<file path="config.mk">
export PLATFORM = sky130hd
export DESIGN_NAME = frame_write_scheduler
export DESIGN_NICKNAME = d
export VERILOG_FILES = /design/src/rtl/frame_sched_pkg.sv /design/src/rtl/frame_write_scheduler_burst_buffer.sv /design/src/rtl/frame_write_scheduler.sv
export SDC_FILE = /design/constraint.sdc
export NUM_CORES = 1
export LEC_CHECK = 0
export CAP_MARGIN = 10
export CORE_AREA = 5 5 223 225
export DETAILED_ROUTE_END_ITERATION = 7
export DIE_AREA = 0 0 228 230
export GPL_ROUTABILITY_DRIVEN = 1
export GPL_TIMING_DRIVEN = 0
export HOLD_SLACK_MARGIN = 0.05
export PLACE_DENSITY_LB_ADDON = 0.2
export REMOVE_ABC_BUFFERS = 1
export SLEW_MARGIN = 20
export SYNTH_ARGS = -nofsm -noshare
export SYNTH_HDL_FRONTEND = slang
export SYNTH_HIERARCHICAL = 1
export SYNTH_SLANG_ARGS = --single-unit
</file>
<file path="constraint.sdc">
create_clock -name MemClk -period 6.69 [get_ports MemClk]
set_clock_uncertainty 0.15 [all_clocks]
set_input_delay 0.669 -clock MemClk [delete_from_list [all_inputs] [get_ports MemClk]]
set_output_delay 0.669 -clock MemClk [all_outputs]
set_load 0.1 [all_outputs]
</file>
<file path="src/rtl/frame_sched_pkg.sv">
// frame_sched_pkg: states, field positions and configuration sanity check
// shared by the frame write scheduler and its burst buffer.
package frame_sched_pkg;
  localparam int MARKER_BIT = 16;
  localparam int PIX_W = 16;
  typedef enum logic [2:0] {
    S_WAIT_INIT,
    S_WAIT_SYNC,
    S_FILL,
    S_CMD,
    S_DATA,
    S_COMPLETE,
    S_DRAIN
  } state_e;
  function automatic bit cfg_ok(int burst_len, int frame_words, int addr_width, int buf_stride);
    return burst_len >= 4 && burst_len <= 64 && (burst_len & (burst_len - 1)) == 0
        && frame_words % burst_len == 0
        && longint'(buf_stride) + longint'(frame_words) <= (longint'(1) << addr_width);
  endfunction
endpackage

</file>
<file path="src/rtl/frame_write_scheduler_burst_buffer.sv">
// burst_buffer: one burst of pixels, filled in arrival order and drained by a
// read index that the scheduler advances on each accepted data beat.
module burst_buffer
  import frame_sched_pkg::*;
#(
  parameter int  BURST_LEN = 16,
  localparam int CW        = $clog2(BURST_LEN + 1),
  localparam int IW        = $clog2(BURST_LEN)
) (
  input  logic             clk,
  input  logic             rst_n,
  input  logic             clr,
  input  logic             wr_en,
  input  logic [PIX_W-1:0] wr_data,
  input  logic             rd_adv,
  output logic [CW-1:0]    fill_cnt,
  output logic [PIX_W-1:0] rd_data,
  output logic             rd_last
);
  logic [PIX_W-1:0] mem_q [BURST_LEN];
  logic [PIX_W-1:0] mem_d [BURST_LEN];
  logic [CW-1:0]    fill_q, fill_d;
  logic [IW-1:0]    idx_q, idx_d;

  always_comb begin
    mem_d = mem_q;
    if (wr_en) mem_d[fill_q[IW-1:0]] = wr_data;
    fill_d = clr ? '0 : fill_q + CW'(wr_en);
    idx_d  = clr ? '0 : idx_q + IW'(rd_adv);
  end

  always_ff @(posedge clk or negedge rst_n) begin
    if (!rst_n) begin
      mem_q  <= '{default: '0};
      fill_q <= '0;
      idx_q  <= '0;
    end else begin
      mem_q  <= mem_d;
      fill_q <= fill_d;
      idx_q  <= idx_d;
    end
  end

  assign fill_cnt = fill_q;
  assign rd_data  = mem_q[idx_q];
  assign rd_last  = idx_q == IW'(BURST_LEN - 1);
endmodule

</file>
<file path="src/rtl/frame_write_scheduler.sv">
// frame_write_scheduler: drains the pixel queue into ping-pong frame buffers in
// external memory using burst writes; short frames are dropped, long ones truncated.
module frame_write_scheduler
  import frame_sched_pkg::*;
#(
  parameter int BURST_LEN   = 16,
  parameter int FRAME_WORDS = 76800,
  parameter int ADDR_WIDTH  = 21,
  parameter int BUF_STRIDE  = 131072
) (
  input  logic                  MemClk,
  input  logic                  nRST,
  input  logic                  init_done,
  input  logic                  queue_empty,
  output logic                  queue_rd_en,
  input  logic [MARKER_BIT:0]   queue_rd_data,
  output logic                  mem_cmd_valid,
  input  logic                  mem_cmd_ready,
  output logic [ADDR_WIDTH-1:0] mem_cmd_addr,
  output logic                  mem_wr_valid,
  input  logic                  mem_wr_ready,
  output logic [PIX_W-1:0]      mem_wr_data,
  output logic                  write_buf,
  output logic                  display_buf,
  output logic                  frame_done,
  output logic                  frame_drop,
  output logic                  frame_overrun,
  output logic [7:0]            drop_count
);
  localparam int CW = $clog2(BURST_LEN + 1);
  localparam int WW = $clog2(FRAME_WORDS + 1);

  if (!cfg_ok(BURST_LEN, FRAME_WORDS, ADDR_WIDTH, BUF_STRIDE)) begin : g_bad_cfg
    $error("frame_write_scheduler: invalid BURST_LEN/FRAME_WORDS/ADDR_WIDTH/BUF_STRIDE");
  end

  state_e        state_q, state_d;
  logic [WW-1:0] word_cnt_q, word_cnt_d;
  logic          inflight_q, inflight_d;
  logic          write_buf_q, write_buf_d;
  logic          display_buf_q, display_buf_d;
  logic          frame_done_q, frame_done_d;
  logic          frame_drop_q, frame_drop_d;
  logic          frame_overrun_q, frame_overrun_d;
  logic          ovr_seen_q, ovr_seen_d;
  logic [7:0]    drop_count_q, drop_count_d;

  logic          cap, mark, burst_end, rd_ok, buf_wr, buf_clr, rd_last;
  logic [CW-1:0] fill_cnt;
  logic [WW-1:0] word_next;

  // a captured word is the one requested on the previous cycle
  assign cap       = inflight_q;
  assign mark      = queue_rd_data[MARKER_BIT];
  assign burst_end = state_q == S_DATA && mem_wr_ready && rd_last;
  assign word_next = word_cnt_q + WW'(BURST_LEN);
  assign rd_ok     = state_q == S_WAIT_SYNC || state_q == S_DRAIN
                  || (state_q == S_FILL && fill_cnt + CW'(inflight_q) < CW'(BURST_LEN));
  assign queue_rd_en = !queue_empty && rd_ok;
  assign buf_wr    = cap && !mark && state_q == S_FILL;
  assign buf_clr   = burst_end || (cap && mark && state_q == S_FILL);

  burst_buffer #(.BURST_LEN(BURST_LEN)) u_buf (
    .clk     (MemClk),
    .rst_n   (nRST),
    .clr     (buf_clr),
    .wr_en   (buf_wr),
    .wr_data (queue_rd_data[PIX_W-1:0]),
    .rd_adv  (state_q == S_DATA && mem_wr_ready),
    .fill_cnt(fill_cnt),
    .rd_data (mem_wr_data),
    .rd_last (rd_last)
  );

  always_comb begin
    state_d         = state_q;
    word_cnt_d      = word_cnt_q;
    inflight_d      = queue_rd_en;
    write_buf_d     = write_buf_q;
    display_buf_d   = display_buf_q;
    drop_count_d    = drop_count_q;
    ovr_seen_d      = ovr_seen_q;
    frame_done_d    = 1'b0;
    frame_drop_d    = 1'b0;
    frame_overrun_d = 1'b0;
    case (state_q)
      S_WAIT_INIT: state_d = init_done ? S_WAIT_SYNC : S_WAIT_INIT;
      S_WAIT_SYNC: if (cap && mark) begin
        state_d    = S_FILL;
        word_cnt_d = '0;
      end
      S_FILL: if (cap && mark) begin
        frame_drop_d = 1'b1;
        drop_count_d = drop_count_q + 8'(drop_count_q != 8'hff);
        word_cnt_d   = '0;
      end else if (cap && fill_cnt == CW'(BURST_LEN - 1)) begin
        state_d = S_CMD;
      end
      S_CMD: state_d = mem_cmd_ready ? S_DATA : S_CMD;
      S_DATA: if (burst_end) begin
        word_cnt_d = word_next;
        state_d    = word_next == WW'(FRAME_WORDS) ? S_COMPLETE : S_FILL;
      end
      S_COMPLETE: begin
        display_buf_d = write_buf_q;
        write_buf_d   = !write_buf_q;
        frame_done_d  = 1'b1;
        ovr_seen_d    = 1'b0;
        state_d       = S_DRAIN;
      end
      S_DRAIN: if (cap && mark) begin
        state_d    = S_FILL;
        word_cnt_d = '0;
      end else if (cap && !ovr_seen_q) begin
        frame_overrun_d = 1'b1;
        ovr_seen_d      = 1'b1;
      end
      default: state_d = S_WAIT_INIT;
    endcase
  end

  always_ff @(posedge MemClk or negedge nRST) begin
    if (!nRST) begin
      state_q         <= S_WAIT_INIT;
      word_cnt_q      <= '0;
      inflight_q      <= 1'b0;
      write_buf_q     <= 1'b0;
      display_buf_q   <= 1'b1;
      drop_count_q    <= '0;
      ovr_seen_q      <= 1'b0;
      frame_done_q    <= 1'b0;
      frame_drop_q    <= 1'b0;
      frame_overrun_q <= 1'b0;
    end else begin
      state_q         <= state_d;
      word_cnt_q      <= word_cnt_d;
      inflight_q      <= inflight_d;
      write_buf_q     <= write_buf_d;
      display_buf_q   <= display_buf_d;
      drop_count_q    <= drop_count_d;
      ovr_seen_q      <= ovr_seen_d;
      frame_done_q    <= frame_done_d;
      frame_drop_q    <= frame_drop_d;
      frame_overrun_q <= frame_overrun_d;
    end
  end

  assign mem_cmd_valid = state_q == S_CMD;
  assign mem_wr_valid  = state_q == S_DATA;
  assign mem_cmd_addr  = (write_buf_q ? ADDR_WIDTH'(BUF_STRIDE) : '0) + ADDR_WIDTH'(word_cnt_q);
  assign write_buf     = write_buf_q;
  assign display_buf   = display_buf_q;
  assign frame_done    = frame_done_q;
  assign frame_drop    = frame_drop_q;
  assign frame_overrun = frame_overrun_q;
  assign drop_count    = drop_count_q;
endmodule

</file>
# Yosys cells after proc, flatten, opt, wreduce, memory -nomap -nowiden
# Index checks and enable logic that the tools add are counted.
# Widths: inputs -> output; s select.
[op_classes] addsub=6 n_mul=0 div=0 order_cmp=4 n_eq_ne=17 shift=0 mux=29 n_bitwise=2 n_reduce_logical=27
[ops] operator="$bwmux 256" n=1
[ops] operator="$bmux 16 s4" n=1
[ops] operator="$demux 16 s4" n=1
[ops] operator="$mux 16" n=3
[ops] operator="$mux 17" n=2
[ops] operator="$pmux 17 s2" n=1
[ops] operator="$add 18x17->19" n=1
[ops] operator="$mux 18" n=1
[ops] operator="$mux 3" n=6
[ops] operator="$pmux 3 s6" n=1
[ops] operator="$add 17x5->17 const B" n=1
[ops] operator="$eq 17x17->1 const B" n=1
[ops] operator="$logic_and 1x1->1" n=11
[ops] operator="$add 5x1->5" n=2
[ops] operator="$ge 5x5->1 const B" n=2
[ops] operator="$ne 2x1->1 const B" n=5
[ops] operator="$not 4->5" n=2
[ops] operator="$eq 3x3->1 const B" n=3
[ops] operator="$mux 1" n=9
[ops] operator="$add 8x1->8" n=1
[ops] operator="$ne 8x8->1 const B" n=1
[ops] operator="$eq 3x2->1 const B" n=2
[ops] operator="$reduce_and 3->1" n=2
[ops] operator="$eq 5x4->1 const B" n=1
[ops] operator="other kinds (17)" n=24
[word_totals] ff_bits=300 latch_bits=0 ramBits=0 rom_bits=0 inputBits=23 out_inout_bits=53 memories=0

# Longest topological paths before layout
# Gate-level depths: netlist of run 1.
[depth] word_depth=6 ltp_mapped=11 depth_no_buf=8

# By module
# The synthesis of run 1 kept the hierarchy.
[by_module_without_submodules] module="burst_buffer" n_inst=1 cells_each=813 area_per_inst_um2=12095.4
[by_module_without_submodules] module="frame_write_scheduler" n_inst=1 cells_each=208 area_per_inst_um2=1930.6

# Least setup slack after synthesis of run 1
# OpenSTA, ideal clock, no wires.
[synth_timing] path_kind="reg2out" startpoint="register u_buf.fill_q[3] (netlist: u_buf/fill_cnt[3])" endpoint="output queue_rd_en" arrival_time_ns=2.443 required_time_ns=5.871 path_slack_ns=3.428 path_stages_with_launch=6 n_path_buf=0 cell_sequence="dfrtp_1 > and3_1 > nand3_1 > xor2_1 > o21ai_0 > a21oi_1"
[synth_between] elab_chain_len=5
[synth_rtl] item="start: declaration" line_no="frame_write_scheduler_burst_buffer.sv:22" rtl="logic [CW-1:0] fill_q, fill_d;"
[synth_rtl] item="start signal: assignment" line_no="frame_write_scheduler_burst_buffer.sv:39" rtl="fill_q <= fill_d;"
[synth_rtl] item="$add 5x1->5" line_no="frame_write_scheduler.sv:58" rtl="|| (state_q == S_FILL && fill_cnt + CW'(inflight_q) < CW'(BURST_LEN));"
[synth_rtl] item="$lt 5x5->1" line_no="frame_write_scheduler.sv:58"
[synth_rtl] item="$logic_and 1x1->1" line_no="frame_write_scheduler.sv:58"
[synth_rtl] item="$logic_or 1x1->1" line_no="frame_write_scheduler.sv:58"
[synth_rtl] item="$logic_and 1x1->1" line_no="frame_write_scheduler.sv:59" rtl="assign queue_rd_en = !queue_empty && rd_ok;"
[synth_rtl] item="end: declaration" line_no="frame_write_scheduler.sv:15" rtl="output logic queue_rd_en,"
# No other way between the ends.

# Final worst setup path of run 1
[layout_timing] startpoint="register u_buf.idx_q[3]" endpoint="output mem_wr_data[0]"
[layout_between] elab_chain_len=4
[layout_rtl] item="start: declaration" line_no="frame_write_scheduler_burst_buffer.sv:23" rtl="logic [IW-1:0] idx_q, idx_d;"
[layout_rtl] item="start signal: assignment" line_no="frame_write_scheduler_burst_buffer.sv:40" rtl="idx_q <= idx_d;"
[layout_rtl] item="$not 4->5 (not written as such)" line_no="frame_write_scheduler_burst_buffer.sv:45" rtl="assign rd_data = mem_q[idx_q];"
[layout_rtl] item="$bmux 16 s4" line_no="frame_write_scheduler_burst_buffer.sv:45"
[layout_rtl] item="$mux 16 (not written as such) (2 in series)" line_no="frame_write_scheduler_burst_buffer.sv:45"
[layout_rtl] item="end: declaration" line_no="frame_write_scheduler.sv:22" rtl="output logic [PIX_W-1:0] mem_wr_data,"
# No other way between the ends. The select of a mux whose other input is x is not followed.

==> metrics.md, run 1 <==
| Metric | Value |
|---|---|
| Arr. time, crit path | 4.81 ns |
| # DRC | 0 |
| Final Hold Viols | 0 |
| Largest net degree at the start of global routing | 93 |
| Clock insertion delay at the later pin of the skew report | 0.53 ns |
| Post-synth EDFFs | 0 |
| Port-buffer cells | 68 |
| Hold EP | frame_overrun$_DFF_PN0_ |
| F_max | 177.6 MHz |
| Wire per inst | 20.54 um |
| Final net count | 1091 |
| Die W | 228 um |
| # diodes | 0 |
| Synth warnings | 6 |
| Max Slew Vio Count | 0 |
| Sequential share of the synthesized area | 0.5282 |
| Hold Crit Start | ovr_seen_q$_DFFE_PN0P_ |
| Crit Path Max Fanout | 18 |
| Post-Route WL | 34940 um |
| Hold Path Class | flop to flop |
| Vias in the first global route | 8817 |
| Leak Pwr | 0.007662 uW |
| Status | finished clean |
| Root Driver | clkbuf_16 |
| Antenna-violating nets left | 0 |
| Peak VDD IR | 0.2349 mV |
| Post-DP HPWL | 21000 um |
| Via density | 4.964 |
| Initial antenna violation count | 0 |
| Layout cell share with drive strength beyond 1 | 0.3536 |
| Synth Area in Adders | 0.006244 |
| Cell area after synthesis | 0.01403 sq mm |
| Flop-to-flop setup slack | 3.16 ns |
| Synth top area cells | dfrtp_1 (53%), mux2_2 (19%), mux4_2 (5.1%) |
| Die H | 230 um |
| Die Area | 0.05244 sq mm |
| Core area | 0.04735 sq mm |
| Area share of the largest cell type after synthesis | 0.5263 |
| CTS Buf Count | 36 |
| Kind of critical path | flop to output pin |
| Final setup viols | 0 |
| Hold path cells | 1 |
| Post-route setup slack | 1.061 ns |
| WHS | 0.2975 ns |
| Main combinational cell family by area after synthesis | multiplexers |
| Clock Tree Buf Depth | 3 |
| RSZ-0062 raised after global routing | false |
| Post-synthesis simple-gate area fraction | 0.05361 |
| DRT Pass-1 Iters | 4 |
| R2R Path End | word_cnt_q[9]$_DFFE_PN0P_ |
| Area delta synth->final | 18.64% |
| Crit Reg-Reg Startpoint | u_buf/idx_q[2]$_DFF_PN0_ |
| Period utilisation layout | 0.8415 |
| Worst Reg-to-Reg Cells | 7 |
| Min cycle time layout | 5.629 ns |
| H-tree levels | 2 |
| Post-synthesis mux area share | 0.3092 |
| Clock sink count | 296 |
| Worst Setup End Kind | output pin |
| # rows | 80 |
| Synth Area in Compound Gates | 0.05950 |
| Initial DRC Count | 507 |
| Final core occ | 0.3515 |
| GRT Total Usage | 0.1318 |
| Post-synthesis area per instance | 13.74 sq um |
| Max-slew headroom | 0.2614 |
| Pwr dens | 354.2 mW/mm^2 |
| CTS tree | built |
| Grt ovf | 0 |
| Starting Density | 0.2962 |
| Placer Congestion | 0.7284 |
| Tot Pwr | 5894 uW |
| Ys async rst share | 1.000 |
| First-pass GRT wire length | 54430 um |
| Worst EP required | 5.87 ns |
| Synth Register Bits | 296 |
| Worst-path clk slew | 0.06 ns |
| CP Launch Type | flop |
| Synth unique cells | 64 |
| Ports | 76 |
| Yosys top cell by area | dfrtp_1 |
| DR vias | 8443 |
| MaxCap Viol Count | 0 |
| Post-place setup slack | 1.583 ns |
| Cells after Synth | 1021 |
| Area share of xor/xnor cells in the synthesized design | 0.008742 |
| Prevailing post-synth register cell | dfrtp_1 |
| Worst Max-Slew Pin Slew | 1.108 ns |
-- flip-flops by register name, indices dropped and copies added (netlist names), 3 cells and up --
| name | count |
|---|---|
| u_buf/mem_q | 256 |
| word_cnt_q | 13 |
| drop_count | 8 |
| u_buf/fill_cnt | 5 |
| u_buf/idx_q | 4 |
| state_q | 3 |
-- cells in the final DEF (no fill, tap or decap), types with 3 or more instances in the layout --
master and count:
dfrtp_1 293, mux2_2 240, clkdlybuf4s50_1 67, mux2i_1 65
clkbuf_16 36, nand2_1 34, o21ai_0 33, a221oi_1 32
mux4_2 32, nor2_1 19, a22oi_1 16, nand3_1 13
clkbuf_8 10, mux2_4 10, mux2_1 10, nand4_1 9
nor2_4 9, nand2b_1 8, a21oi_1 8, xnor2_1 8
buf_16 8, ha_1 7, conb_1 7, clkinv_2 7
nor2b_1 6, and3_1 6, xor2_1 6, clkbuf_1 6
nand3b_1 5, buf_12 5, inv_1 4, o31ai_1 4
and2_1 3, nand4b_1 3, a31oi_1 3
-- cell families after synthesis --
family / Yosys count
DFF: 296
adders and majority gates: 7
xor gates and xnor gates: 14
and+or+nand+nor: 138
AOI/OAI and AO/OA: 115
muxes: 357
other: 1
buffers and inverters: 93
-- through the flow --
stage / cells / setup TNS, ns / instance area [sq um]
floorplan: 939 / 0 / 13590
global route: 1701 / 0 / 16640
detailed placement: 1637 / 0 / 15470
CTS: 1701 / 0 / 16640
finish: 1701 / 0 / 16640
global placement: 1622 / -2584.90 / 15040
-- synth_stat cells, drive strengths merged (9+ instances only) --
| library cell | n |
|---|---|
| nor2 | 28 |
| a221oi | 32 |
| nand2b | 9 |
| dfrtp | 295 |
| clkbuf | 33 |
| nand3 | 13 |
| nand2 | 35 |
| buf | 55 |
| nand4 | 9 |
| mux2 | 260 |
| mux4 | 32 |
| mux2i | 65 |
| a22oi | 16 |
| o21ai | 35 |
-- area by class of cell --
class                           count  area, sq um
Tap cell                          615        769.5
Clock inverter                     11        97.59
Multi-Input combinational cell    638         6237
Inverter                            5        18.77
Timing Repair Buffer               84         1042
Sequential cell                   296         7413
Clock buffer                       52         1061
Fill cell                        4601        30710
-- per-layer routing --
| metal | vias to the layer above | track usage | routed length, um |
|---|---|---|---|
| li1 | 3851 | - | - |
| met1 | 4415 | 0.1810 | 16490 |
| met2 | 134 | 0.2135 | 16510 |
| met3 | 43 | 0.02837 | 1313 |
| met4 | 0 | 0.03403 | 630 |
| met5 | - | 0 | 0 |
-- power breakdown --
part / internal, uW / leakage (uW) / switching, uW
Combinational: 639 / 0.00300 / 1170
Clock: 1140 / 0.000576 / 771
Sequential: 1950 / 0.00409 / 224
Total: 3730 / 0.00766 / 2160
-- worst max path at each step --
| stage | from | end | slack [ns] |
|---|---|---|---|
| 5_1_grt | u_buf/idx_q[3]$_DFF_PN0_ | mem_wr_data[14] | 0.82 |
| 4_1_cts | u_buf/idx_q[3]$_DFF_PN0_ | mem_wr_data[14] | 1.01 |
| 6_report | u_buf/idx_q[3]$_DFF_PN0_ | mem_wr_data[0] | 1.06 |
| 2_1_floorplan | u_buf/idx_q[0]$_DFF_PN0_ | mem_wr_data[0] | 1.09 |
| 3_5_place_dp | u_buf/idx_q[3]$_DFF_PN0_ | mem_wr_data[14] | 1.58 |
| 3_3_place_gp | nRST | u_buf/mem_q[239]$_DFFE_PN0P_ | -8.68 |
-- worst max-delay path: stages, from the launching register on --
cell and delay, ns:
dfrtp_1 1.01, clkinv_1 1.09, a221oi_1 0.72, o21ai_0 0.15, nand2_1 0.17, clkdlybuf4s50_1 1.14
-- repair_timing --
action / 4_1_cts / 5_1_grt
buffers inserted: 0 / 0
hold buffers: 1 / 0
resized for setup: 0 / 0
hold endpoints to repair: 59 / 0
Note: power is estimated with default switching activity, not from simulation.
==> run 2: changes to the inputs <==
==> constraint.sdc (replaced) <==
create_clock -name MemClk -period 5.05 [get_ports MemClk]
set_clock_uncertainty 0.15 [all_clocks]
set_input_delay 0.505 -clock MemClk [delete_from_list [all_inputs] [get_ports MemClk]]
set_output_delay 0.505 -clock MemClk [all_outputs]
set_load 0.1 [all_outputs]
==> metrics.md, run 2 (synthesis gave the netlist of run 1 again) <==
| Metric | Value |
|---|---|
| Status | finished clean |
| Root Driver | clkbuf_16 |
| Clock insertion delay at the later pin of the skew report | 0.53 ns (about the same) |
| Largest net degree at the start of global routing | 93 (unchanged) |
| Clock Tree Buf Depth | 3 (unchanged) |
| Initial antenna violation count | 0 (unchanged) |
| Worst-path clk slew | 0.06 ns (about the same) |
| Final net count | 1091 (unchanged) |
| Layout cell share with drive strength beyond 1 | 0.3554 (+0.001842) |
| Die Area | 0.05244 sq mm (unchanged) |
| CTS Buf Count | 36 (unchanged) |
| Peak VDD IR | 0.3110 mV (+32%) |
| Initial DRC Count | 562 (+11%) |
| Biggest register | u_buf/mem_q |
| CTS tree | built |
| Starting Density | 0.2962 (unchanged) |
| Clock sink count | 296 (unchanged) |
| Area delta synth->final | 18.65% (about the same) |
| Wire per inst | 20.55 um (about the same) |
| Worst Setup End Kind | output pin |
| MaxCap Viol Count | 0 (unchanged) |
| Max Slew Vio Count | 0 (unchanged) |
| H-tree levels | 2 (unchanged) |
| Vias in the first global route | 8817 (unchanged) |
| DR vias | 8441 (-0.024%) |
| Max-slew headroom | 0.2884 (+0.02708) |
| CP Launch Type | flop |
| Post-Route WL | 34960 um (about the same) |
| Die H | 230 um (unchanged) |
| Via density | 4.962 (about the same) |
| CP max-delay cell | clkdlybuf4s50_1 |
| CP cell instances | and2_2 > buf_16 > a221oi_1 > o21ai_0 > nand2_1 > clkdlybuf4s50_1 |
| Number of flip-flops in the largest register | 256 (unchanged) |
| GRT Total Usage | 0.1318 (unchanged) |
| Largest stage delay on the critical path | 1.15 ns (about the same) |
| # diodes | 0 (unchanged) |
| Grt ovf | 0 (unchanged) |
| Tot Pwr | 7808 uW (+32%) |
| Core area | 0.04735 sq mm (unchanged) |
| Die W | 228 um (unchanged) |
| DRT Pass-1 Iters | 7 (+3) |
| # rows | 80 (unchanged) |
| Final setup viols | 0 (unchanged) |
| Fill count | 4605 (+0.087%) |
| # DRC | 0 (unchanged) |
| Final Hold Viols | 0 (unchanged) |
| Kind of critical path | flop to output pin |
| Crit Path Max Fanout | 19 (+1) |
| Antenna-violating nets left | 0 (unchanged) |
| Final setup TNS | 0 ns (unchanged) |
| Arr. time, crit path | 4.08 ns (-0.73 ns) |
| Min cycle time layout | 4.740 ns |
| Post-DP HPWL | 21000 um (unchanged) |
| First-pass GRT wire length | 54430 um (unchanged) |
| Cell family with most CP delay | buffers and inverters |
| Worst EP required | 4.39 ns (-1.48 ns) |
| Period utilisation layout | 0.9386 |
| Pwr dens | 469.2 mW/mm^2 (+32%) |
| F_max | 211.0 MHz |
| RSZ-0062 raised after global routing | false |
| Ports | 76 (unchanged) |
| Most common cell after layout, fill and taps aside | dfrtp_1 |
| Worst Path Buf+Inv | 2 (unchanged) |
| Port-buffer cells | 68 (unchanged) |
| Leak Pwr | 0.007663 uW (about the same) |
| Hold Path Class | flop to flop |
| Worst Max-Slew Pin Slew | 1.067 ns (-0.04063 ns) |
| Placer Congestion | 0.7284 (unchanged) |
| Most frequent cells in the layout | dfrtp_1 (292), mux2_2 (240), clkdlybuf4s50_1 (67) |
run 2: cell counts in the layout (fill, tap and decap cells not counted):
No cell type changed its count.
run 2: report_power, final:
group          total (uW)  leakage, uW  switching [uW]  internal, uW
Sequential           2880      0.00409             298          2580
Clock                2530     0.000576            1020          1510
Combinational        2390      0.00300            1550           845
Total                7810      0.00766            2870          4940
run 2: timing repair:
action	CTS	global route
hold endpoints to repair	59	0
buffers inserted	0	0
gates resized for setup	1	1
hold buffers	1	0
setup endpoints to repair	16	9
run 2: path summary, 6_finish.rpt:
check                                          from                      endpoint  slack [ns]  cells after the start
hold reg to reg              ovr_seen_q$_DFFE_PN0P_       frame_overrun$_DFF_PN0_        0.30                      1
max in group asynchronous                      nRST  u_buf/mem_q[225]$_DFFE_PN0P_        3.22                      4
min in group asynchronous                      nRST     word_cnt_q[5]$_DFFE_PN0P_        0.40                      2
setup reg to reg           u_buf/idx_q[2]$_DFF_PN0_     word_cnt_q[9]$_DFFE_PN0P_        1.55                      7
hold / removal               ovr_seen_q$_DFFE_PN0P_       frame_overrun$_DFF_PN0_        0.30                      1
setup / recovery           u_buf/idx_q[2]$_DFF_PN0_               mem_wr_data[14]        0.31                      6
run 2: routing by layer:
| layer | vias to the layer above | track usage | part of all wire |
|---|---|---|---|
| met3 | 43 | 0.02837 | 0.039 |
| met2 | 132 | 0.2135 | 0.47 |
| met4 | 0 | 0.03403 | 0.018 |
| met1 | 4416 | 0.1810 | 0.47 |
| met5 | - | 0 | 0 |
| li1 | 3850 | - | - |
run 2: area by class of cell:
class / instances / area [sq um] / share of cell area
clock inverter: 11 / 97.59 / 0.005864
tap: 615 / 769.5 / 0.04624
sequential: 296 / 7415 / 0.4455
timing repair buffer: 84 / 1042 / 0.06263
multi-input combinational: 638 / 6237 / 0.3748
inverter: 5 / 20.02 / 0.001203
clock buffer: 52 / 1061 / 0.06375
run 2: through the flow:
| step | util | worst slack (ns) | instance area, sq um | hold WS (ns) | cells |
|---|---|---|---|---|---|
| after floorplan | - | -0.3894 | 13590 | 0.05941 | 939 |
| after global placement | 0.3176 | -10.15 | 15040 | 0.2843 | 1622 |
| after detailed placement | 0.3268 | 0.1075 | 15470 | 0.2877 | 1637 |
| after CTS | 0.3515 | 0.04242 | 16640 | 0.2950 | 1701 |
| after global routing | 0.3515 | 0.09358 | 16640 | 0.3232 | 1701 |
| final | 0.3515 | 0.3101 | 16640 | 0.2980 | 1701 |
